===== src/rtl/decrypted_ram_writer_if.sv =====
// -----------------------------------------------------------------------------
// decrypted_ram_writer_if
// Bundles the signals between the decrypted-RAM writer, the RC4 decrypt
// datapath (byte stream), the decrypted-data RAM (write port) and the
// key-search controller (start / status).
//
// Signals:
//   start        controller -> writer   begin a run
//   in_data      datapath   -> writer   decrypted byte
//   in_valid     datapath   -> writer   in_data valid
//   in_ready     writer     -> datapath writer accepts in_data this cycle
//   ram_address  writer     -> RAM      write address
//   ram_data     writer     -> RAM      write data
//   ram_wren     writer     -> RAM      write enable, one-cycle pulse
//   done         writer     -> ctrl     run finished
//   invalid_char writer     -> ctrl     illegal byte seen (valid with done)
//   byte_count   writer     -> ctrl     bytes written in current/last run
//
// Modports:
//   master  the surrounding system (drives start/in_data/in_valid)
//   slave   the writer itself
// -----------------------------------------------------------------------------
interface decrypted_ram_writer_if #(
    parameter int ADDR_WIDTH = 8,
    parameter int DATA_WIDTH = 8
);
    logic                  start;
    logic [DATA_WIDTH-1:0] in_data;
    logic                  in_valid;
    logic                  in_ready;
    logic [ADDR_WIDTH-1:0] ram_address;
    logic [DATA_WIDTH-1:0] ram_data;
    logic                  ram_wren;
    logic                  done;
    logic                  invalid_char;
    logic [ADDR_WIDTH:0]   byte_count;

    modport master (
        output start, in_data, in_valid,
        input  in_ready, ram_address, ram_data, ram_wren,
               done, invalid_char, byte_count
    );

    modport slave (
        input  start, in_data, in_valid,
        output in_ready, ram_address, ram_data, ram_wren,
               done, invalid_char, byte_count
    );
endinterface


===== src/rtl/decrypted_ram_writer.sv =====
// -----------------------------------------------------------------------------
// decrypted_ram_writer
// Takes decrypted message bytes one at a time over a valid/ready handshake and
// writes them to consecutive RAM addresses starting at 0. Every byte is checked
// against the plaintext alphabet (space, 'a'..'z'); the first illegal byte is
// still written (so it can be inspected) and then the run stops early with
// invalid_char set, letting the key-search controller move to the next key.
//
// Ports:
//   clk_i   system clock
//   rst_i   asynchronous, active-high reset
//   bus     decrypted_ram_writer_if.slave (stream in, RAM write port, status)
//
// State | meaning
// ------+---------------------------------------------------------------
// IDLE  | after reset, waiting for start
// WAIT  | in_ready=1, waiting for a byte from the datapath
// WRITE | ram_wren=1 for exactly one cycle, byte counted, next step chosen
// DONE  | run finished, done=1 held until the next start
// -----------------------------------------------------------------------------
module decrypted_ram_writer #(
    parameter int MSG_LENGTH = 32,
    parameter int ADDR_WIDTH = 8,
    parameter int DATA_WIDTH = 8
) (
    input logic                    clk_i,
    input logic                    rst_i,
    decrypted_ram_writer_if.slave  bus
);

    localparam logic [1:0] ST_IDLE      = 2'd0;
    localparam logic [1:0] ST_WAIT_DATA = 2'd1;
    localparam logic [1:0] ST_WRITE     = 2'd2;
    localparam logic [1:0] ST_DONE      = 2'd3;

    localparam logic [ADDR_WIDTH-1:0] LAST_ADDR = ADDR_WIDTH'(MSG_LENGTH - 1);
    localparam logic [ADDR_WIDTH-1:0] ADDR_ONE  = ADDR_WIDTH'(1);
    localparam logic [ADDR_WIDTH:0]   CNT_ONE   = (ADDR_WIDTH + 1)'(1);

    localparam logic [DATA_WIDTH-1:0] CH_SPACE = DATA_WIDTH'(8'h20);
    localparam logic [DATA_WIDTH-1:0] CH_LO_A  = DATA_WIDTH'(8'h61);
    localparam logic [DATA_WIDTH-1:0] CH_LO_Z  = DATA_WIDTH'(8'h7A);

    logic [1:0]            state_q,       state_d;
    logic [ADDR_WIDTH-1:0] addr_cnt_q,    addr_cnt_d;
    logic [ADDR_WIDTH-1:0] ram_address_q, ram_address_d;
    logic [DATA_WIDTH-1:0] ram_data_q,    ram_data_d;
    logic                  ram_wren_q,    ram_wren_d;
    logic                  legal_q,       legal_d;
    logic                  done_q,        done_d;
    logic                  invalid_q,     invalid_d;
    logic [ADDR_WIDTH:0]   byte_count_q,  byte_count_d;

    logic                  byte_legal;

    assign byte_legal = (bus.in_data == CH_SPACE) ||
                        ((bus.in_data >= CH_LO_A) && (bus.in_data <= CH_LO_Z));

    always_comb begin
        state_d       = state_q;
        addr_cnt_d    = addr_cnt_q;
        ram_address_d = ram_address_q;
        ram_data_d    = ram_data_q;
        ram_wren_d    = 1'b0;
        legal_d       = legal_q;
        done_d        = done_q;
        invalid_d     = invalid_q;
        byte_count_d  = byte_count_q;

        case (state_q)
            ST_IDLE, ST_DONE: begin
                if (bus.start) begin
                    addr_cnt_d   = '0;
                    byte_count_d = '0;
                    invalid_d    = 1'b0;
                    done_d       = 1'b0;
                    state_d      = ST_WAIT_DATA;
                end
            end
            ST_WAIT_DATA: begin
                // in_ready is 1 throughout this state, so in_valid alone
                // marks the transfer.
                if (bus.in_valid) begin
                    ram_data_d    = bus.in_data;
                    ram_address_d = addr_cnt_q;
                    ram_wren_d    = 1'b1;
                    legal_d       = byte_legal;
                    state_d       = ST_WRITE;
                end
            end
            ST_WRITE: begin
                byte_count_d = byte_count_q + CNT_ONE;
                if (!legal_q) begin
                    invalid_d = 1'b1;
                    done_d    = 1'b1;
                    state_d   = ST_DONE;
                end else if (addr_cnt_q == LAST_ADDR) begin
                    done_d  = 1'b1;
                    state_d = ST_DONE;
                end else begin
                    addr_cnt_d = addr_cnt_q + ADDR_ONE;
                    state_d    = ST_WAIT_DATA;
                end
            end
            default: state_d = ST_IDLE;
        endcase
    end

    always_ff @(posedge clk_i or posedge rst_i) begin
        if (rst_i) begin
            state_q       <= ST_IDLE;
            addr_cnt_q    <= '0;
            ram_address_q <= '0;
            ram_data_q    <= '0;
            ram_wren_q    <= 1'b0;
            legal_q       <= 1'b0;
            done_q        <= 1'b0;
            invalid_q     <= 1'b0;
            byte_count_q  <= '0;
        end else begin
            state_q       <= state_d;
            addr_cnt_q    <= addr_cnt_d;
            ram_address_q <= ram_address_d;
            ram_data_q    <= ram_data_d;
            ram_wren_q    <= ram_wren_d;
            legal_q       <= legal_d;
            done_q        <= done_d;
            invalid_q     <= invalid_d;
            byte_count_q  <= byte_count_d;
        end
    end

    assign bus.in_ready     = (state_q == ST_WAIT_DATA);
    assign bus.ram_address  = ram_address_q;
    assign bus.ram_data     = ram_data_q;
    assign bus.ram_wren     = ram_wren_q;
    assign bus.done         = done_q;
    assign bus.invalid_char = invalid_q;
    assign bus.byte_count   = byte_count_q;

endmodule


===== src/flat_wrapper.sv =====
// flat-port wrapper written by rule: the top's interface ports become plain ports
module decrypted_ram_writer_flat 
#(
    parameter int MSG_LENGTH = 32,
    parameter int ADDR_WIDTH = 8,
    parameter int DATA_WIDTH = 8
)
  (clk_i, rst_i, bus_start, bus_in_data, bus_in_valid, bus_in_ready, bus_ram_address, bus_ram_data, bus_ram_wren, bus_done, bus_invalid_char, bus_byte_count);
  decrypted_ram_writer_if #(.ADDR_WIDTH(ADDR_WIDTH), .DATA_WIDTH(DATA_WIDTH)) bus_i ();
  input logic clk_i;
  input logic rst_i;
  input wire logic [$bits(bus_i.start)-1:0] bus_start;
  input wire logic [$bits(bus_i.in_data)-1:0] bus_in_data;
  input wire logic [$bits(bus_i.in_valid)-1:0] bus_in_valid;
  output wire logic [$bits(bus_i.in_ready)-1:0] bus_in_ready;
  output wire logic [$bits(bus_i.ram_address)-1:0] bus_ram_address;
  output wire logic [$bits(bus_i.ram_data)-1:0] bus_ram_data;
  output wire logic [$bits(bus_i.ram_wren)-1:0] bus_ram_wren;
  output wire logic [$bits(bus_i.done)-1:0] bus_done;
  output wire logic [$bits(bus_i.invalid_char)-1:0] bus_invalid_char;
  output wire logic [$bits(bus_i.byte_count)-1:0] bus_byte_count;
  assign bus_i.start = bus_start;
  assign bus_i.in_data = bus_in_data;
  assign bus_i.in_valid = bus_in_valid;
  assign bus_in_ready = bus_i.in_ready;
  assign bus_ram_address = bus_i.ram_address;
  assign bus_ram_data = bus_i.ram_data;
  assign bus_ram_wren = bus_i.ram_wren;
  assign bus_done = bus_i.done;
  assign bus_invalid_char = bus_i.invalid_char;
  assign bus_byte_count = bus_i.byte_count;
  decrypted_ram_writer #(.MSG_LENGTH(MSG_LENGTH), .ADDR_WIDTH(ADDR_WIDTH), .DATA_WIDTH(DATA_WIDTH)) u_core (.clk_i(clk_i), .rst_i(rst_i), .bus(bus_i));
endmodule

===== config.mk =====
export PLATFORM = sky130hd
export DESIGN_NAME = decrypted_ram_writer_flat
export DESIGN_NICKNAME = d
export VERILOG_FILES = /design/src/rtl/decrypted_ram_writer_if.sv /design/src/rtl/decrypted_ram_writer.sv /design/src/flat_wrapper.sv
export SDC_FILE = /design/constraint.sdc
export NUM_CORES = 1
export LEC_CHECK = 0
export CAP_MARGIN = 20
export CORE_MARGIN = 2
export CORE_UTILIZATION = 50
export DETAILED_ROUTE_END_ITERATION = 10
export PLACE_DENSITY = 0.79
export SLEW_MARGIN = 40
export SYNTH_ARGS = -nofsm -noshare
export SYNTH_HDL_FRONTEND = slang
export SYNTH_SLANG_ARGS = --single-unit

===== constraint.sdc =====
create_clock -name clk_i -period 2.3 [get_ports clk_i]
set_input_delay 0.575 -clock clk_i [delete_from_list [all_inputs] [get_ports clk_i]]
set_output_delay 0.575 -clock clk_i [all_outputs]
set_load 0.005 [all_outputs]

### Yosys cells after proc, flatten, opt, wreduce, memory -nomap -nowiden

Index checks and enable logic that the tools add are counted.

* bits in registers: 39
* input bits: 12
* word-level logic and storage cells: 54

* add/sub/neg operators: 2
* order comparisons: 2
* equality and inequality tests: 11
* muxes and demuxes: 19
* reductions and logical operators: 11

Operators by type and width (count)
* $mux W8: 3
* $pmux W9 S2: 1
* $pmux W8 S2: 1
* $add A9 B1 Y9 const B: 1
* $mux W9: 1
* $add A8 B1 Y8 const B: 1
* $eq A8 B5 Y1 const B: 1
* $eq A8 B6 Y1 const B: 1
* $ge A8 B7 Y1 const B: 1
* $le A8 B7 Y1 const B: 1
* $mux W2: 4
* $ne A2 B2 Y1 const B: 4
* $mux W1: 6
* $pmux W2 S3: 1
* $reduce_and A2 Y1: 3
* $reduce_and A3 Y1: 2
* $eq A2 B2 Y1 const B: 2
* $pmux W1 S2: 2
* $reduce_and A4 Y1: 1
* $ne A3 B3 Y1 const B: 1
* $eq A2 B1 Y1 const B: 1
* $logic_not A2 Y1: 1
* $ne A2 B1 Y1 const B: 1
* $reduce_bool A2 Y1: 1
* other kinds (3): 3

### Logic depth before layout (Yosys ltp)

* word-level depth: 4
* mapped depth: 7
* gate-level depth less buffers: 6

### Worst setup path before layout

Ideal clock, no wire load.

* path kind: register -> register
* from: reg u_core.state_q[0]
* to: reg u_core.byte_count_q[8] (netlist: u_core.bus.byte_count[8])
* library setup time: 0.078 ns
* arrival time: 1.659 ns
* setup slack: 0.563 ns
* cell stages (with the launch flop): 7
* clock period less this slack: 1.737 ns
* path through: dfrtp_1 inv_1 ha_1 mux2i_2 buf_2 nor2_1 a21oi_1

* cells in the longest elaborated chain, start to end: 4

Ends and longest elaborated chain
* from (decl): line decrypted_ram_writer.sv:44 `logic [1:0] state_q, state_d;`
* from (signal assigned): line decrypted_ram_writer.sv:121 `state_q <= state_d;`
* $eq A2 B2 Y1 or $logic_not A2 Y1 (tied branches): line decrypted_ram_writer.sv:70 `case (state_q)`
* $reduce_or A2 Y1: line decrypted_ram_writer.sv:70
* $ne A2 B2 Y1 (no source line) or $reduce_bool A2 Y1 (tied branches)
* $reduce_and A2 Y1 (no source line)
* to (signal assigned): line decrypted_ram_writer.sv:129 `byte_count_q <= byte_count_d;`
* to (decl): line decrypted_ram_writer.sv:52 `logic [ADDR_WIDTH:0] byte_count_q, byte_count_d;`

Parallel ways exist; a longest one is shown, timed or not.
A chain may end at the register's enable or synchronous reset.

### Worst setup path in the final report

* from: reg u_core.state_q[1]
* to: out bus_in_ready

* cells in the longest elaborated chain, start to end: 1

Ends and longest elaborated chain
* $eq A2 B1 Y1: line decrypted_ram_writer.sv:133 `assign bus.in_ready = (state_q == ST_WAIT_DATA);`
* to (decl): line flat_wrapper.sv:15 `output wire logic [$bits(bus_i.in_ready)-1:0] bus_in_ready;`

No other way between the ends.

==> metrics <==
share of async-settable or async-resettable flops after synthesis=100%; met3 routed wirelength=about 140 um; clock tree from TritonCTS=done; number of cells traversed by the worst hold path=2; post-layout utilization of the core=67.4%; number of DRC markers after the initial detailed-route iteration=between 60 and 70; wire length on met2=around 2000 um; Pwr Density=934 mW/mm^2; setup_tns=0 ns; compound-gate portion of the synthesized area=12.8%; number of max-capacitance violations reported=0; row count=22; multiplexer share of the synthesized area=10.5%; remaining antenna violation count=0; peak fanout along the critical path=6; maximum VDD drop=0.000626 V; dominant combinational cell family by area after synthesis=simple AND/OR/NAND/NOR gates; number of detailed-route iterations in the first pass=4; top achievable clock speed=464 MHz; starting density of the core=around 52%; parity-gate share of the synthesized area counting xor and xnor cells=roughly 2.3%; Critical Setup Path Class=reg -> out; Hold Path Origin=u_core.bus.ram_address[1]; wire per inst=14.9 um; Worst setup EP type=primary output; number of buffers added by the clock tree synthesis step=5; worst reg2reg path startpoint=u_core.state_q[0]; clock root cell=sky130_fd_sc_hd__clkbuf_8; endpoints failing setup=0; fraction of final layout cells with drive strength greater than 1=between 10% and 20%; RSZ-0062 raised after global routing=no; Post-Layout Inst Area=0.00245 mm^2; clock input transition at the sequential cells of the worst setup and hold paths=around 0.07 ns; number of input and output port buffers inserted=40; Worst-Margin Slew=around 0.49 ns; Syn Nets=190; all-layer global routing usage=21.4%; area share of fa/ha/maj cells after synthesis=3.34%; number of failing hold endpoints at the final stage=0; width of the chip=around 65 um; most used flip-flop cell after synthesis=sky130_fd_sc_hd__dfrtp_1; average cell area after synthesis=10.8 um^2; number of distinct library cells after synthesis=41; Final nets=236; synthesized instance count=173; post-detailed-placement half-perimeter wirelength=2950 um; fraction of the mapped netlist area in simple logic gates=16.2%; routability-driven placement congestion ratio=a little over 0.8; final max-slew violation count=0; pre-CTS setup slack=between 0.2 and 0.25 ns; Die Y-Extent=65.2 um; endpoint of the worst register-to-register path=u_core.bus.byte_count[8]; number of H-tree branching levels=2; critical path data arrival time=1.58 ns; cell depth of the worst flop-to-flop path=6; area added between synthesis and finish=30.6%; static leakage power=1.07 nW; hold buffers post-CTS=0; I/O pin count=41; leading cell type in the layout, fill and taps excluded=sky130_fd_sc_hd__clkdlybuf4s50_1; WHS=between 0.5 and 0.6 ns; worst slew margin relative to its limit=67.4%; pin count of the biggest net entering global routing=40; Mapped Area=0.00187 mm^2; Warnings, synthesis=0; global-route wire length before repair=6910 um; vias in the first global route=between 1,500 and 2,000; Seq/Total Area, Yosys=52.1%; most used cells in the layout excluding fill and tap cells=sky130_fd_sc_hd__clkdlybuf4s50_1, sky130_fd_sc_hd__dfrtp_1, sky130_fd_sc_hd__nand2_1, sky130_fd_sc_hd__mux2_2, sky130_fd_sc_hd__nor2_1; WL met1=roughly 1800 um; share of the clock period used by the worst path after layout=93.7%; final setup margin=between 0.1 and 0.15 ns; total of flip-flops plus latches after synthesis=39; Floorplan Core Area=0.00363 mm^2; clock sink count=39; Startpoint Class=register; initial antenna violation count=0; min cycle time layout=2.15 ns; EDFF count, synth=0; setup slack, reg-to-reg=0.40 ns; Hold EP=u_core.bus.ram_address[1]; data required time of the worst path=roughly 1.7 ns; clock latency on the worst-skew pair=0.29 ns; Detailed Route WL=3980 um; Bufs on Longest Clock Path=2; Fin Clk Skew=0.00501 ns; cells taking the most area after synthesis=sky130_fd_sc_hd__dfrtp_1, sky130_fd_sc_hd__mux2_2, sky130_fd_sc_hd__ha_1; DRC violation count after routing=0; post-CTS setup repair buffer count=0; number of cells upsized or downsized after cts=0; Die Footprint=around 0.0043 mm^2; cell type with the highest aggregate area in the netlist=sky130_fd_sc_hd__dfrtp_1; post-synth top area share=a little over half; overall overflow remaining after global route=0; detailed-route via count=1,454; Top Metal Used=met4; outcome=completed; diode count=0; per-cell via count in the routed design=5.43; area of placed instances=0.00237 mm^2; path class of the lowest-slack min-delay path=reg -> reg
## per-stage QoR
stage                     total power [mW]  cells
after floorplan                       1.42    173
after global placement                1.83    260
after detailed placement              1.86    260
after CTS                             2.30    268
after global routing                  2.42    268
final                                 2.29    268
## synth_stat cells, types with 2 or more instances
| library cell | n |
|---|---|
| sky130_fd_sc_hd__a21oi_1 | 10 |
| sky130_fd_sc_hd__a31oi_1 | 4 |
| sky130_fd_sc_hd__and3_1 | 3 |
| sky130_fd_sc_hd__clkbuf_1 | 2 |
| sky130_fd_sc_hd__dfrtp_1 | 39 |
| sky130_fd_sc_hd__ha_1 | 5 |
| sky130_fd_sc_hd__inv_1 | 10 |
| sky130_fd_sc_hd__mux2_2 | 14 |
| sky130_fd_sc_hd__nand2_1 | 15 |
| sky130_fd_sc_hd__nand3_1 | 7 |
| sky130_fd_sc_hd__nand4_1 | 2 |
| sky130_fd_sc_hd__nor2_1 | 14 |
| sky130_fd_sc_hd__nor3_1 | 4 |
| sky130_fd_sc_hd__nor4b_2 | 2 |
| sky130_fd_sc_hd__o21ai_0 | 10 |
| sky130_fd_sc_hd__o31ai_1 | 4 |
| sky130_fd_sc_hd__xnor2_1 | 3 |
| sky130_fd_sc_hd__xor2_1 | 2 |
## cells by family (layout without fill, tap and decap cells)
group | Yosys count | count (layout)
simple gates | 55 | 55
flops | 39 | 39
compound gates | 38 | 38
mux | 17 | 17
buf+inv | 14 | 61
fa+ha+maj | 5 | 5
xor+xnor | 5 | 5
## state kept, by name, summed over array words and instances, names as in the netlist
| signal | flops |
|---|---|
| u_core.addr_cnt_q | 8 |
| u_core.bus.byte_count | 9 |
| u_core.bus.done | 1 |
| u_core.bus.invalid_char | 1 |
| u_core.bus.ram_address | 8 |
| u_core.bus.ram_data | 8 |
| u_core.bus.ram_wren | 1 |
| u_core.legal_q | 1 |
| u_core.state_q | 2 |
## how the worst max path moves through the flow
| stage | start | endpoint | slack, ns | cells past startpoint |
|---|---|---|---|---|
| 2_1_floorplan | u_core.state_q[0] | u_core.bus.byte_count[8] | 0.56 | 6 |
| 3_3_place_gp | bus_start | u_core.bus.byte_count[7] | 0.29 | 6 |
| 3_5_place_dp | bus_in_data[1] | u_core.legal_q | 0.21 | 5 |
| 4_1_cts | u_core.state_q[1] | bus_in_ready | 0.14 | 3 |
| 5_1_grt | u_core.state_q[1] | bus_in_ready | 0.1 | 3 |
| 6_report | u_core.state_q[1] | bus_in_ready | 0.15 | 3 |
## where the power goes
part / leakage [nW] / total [mW] / switching [mW] / internal, mW
logic: 0.509 / 0.944 / 0.440 / 0.504
clock network: 0.0422 / 0.439 / 0.226 / 0.213
registers: 0.517 / 0.903 / 0.0867 / 0.816
## layer usage
metal,global-route usage [%],vias up
li1,-,710
met5,0,-
met2,36.1,32
met4,9.38,0
met3,4.97,8
met1,26.3,704
## critical path: stages, from the launching register on
cell and delay, ns:
sky130_fd_sc_hd__dfrtp_1 0.41, sky130_fd_sc_hd__inv_1 0.10, sky130_fd_sc_hd__ha_1 0.25, sky130_fd_sc_hd__clkdlybuf4s50_1 0.53
## layout make-up
type	instances	area, um^2
sequential	39	976
fill	302	1190
tap	48	60.1
multi-input combinational	120	845
inverter	10	37.5
clock buffer	7	76.3
clock inverter	1	5.00
timing repair buffer	43	448
No activity file was read; power rests on OpenSTA's default activity.
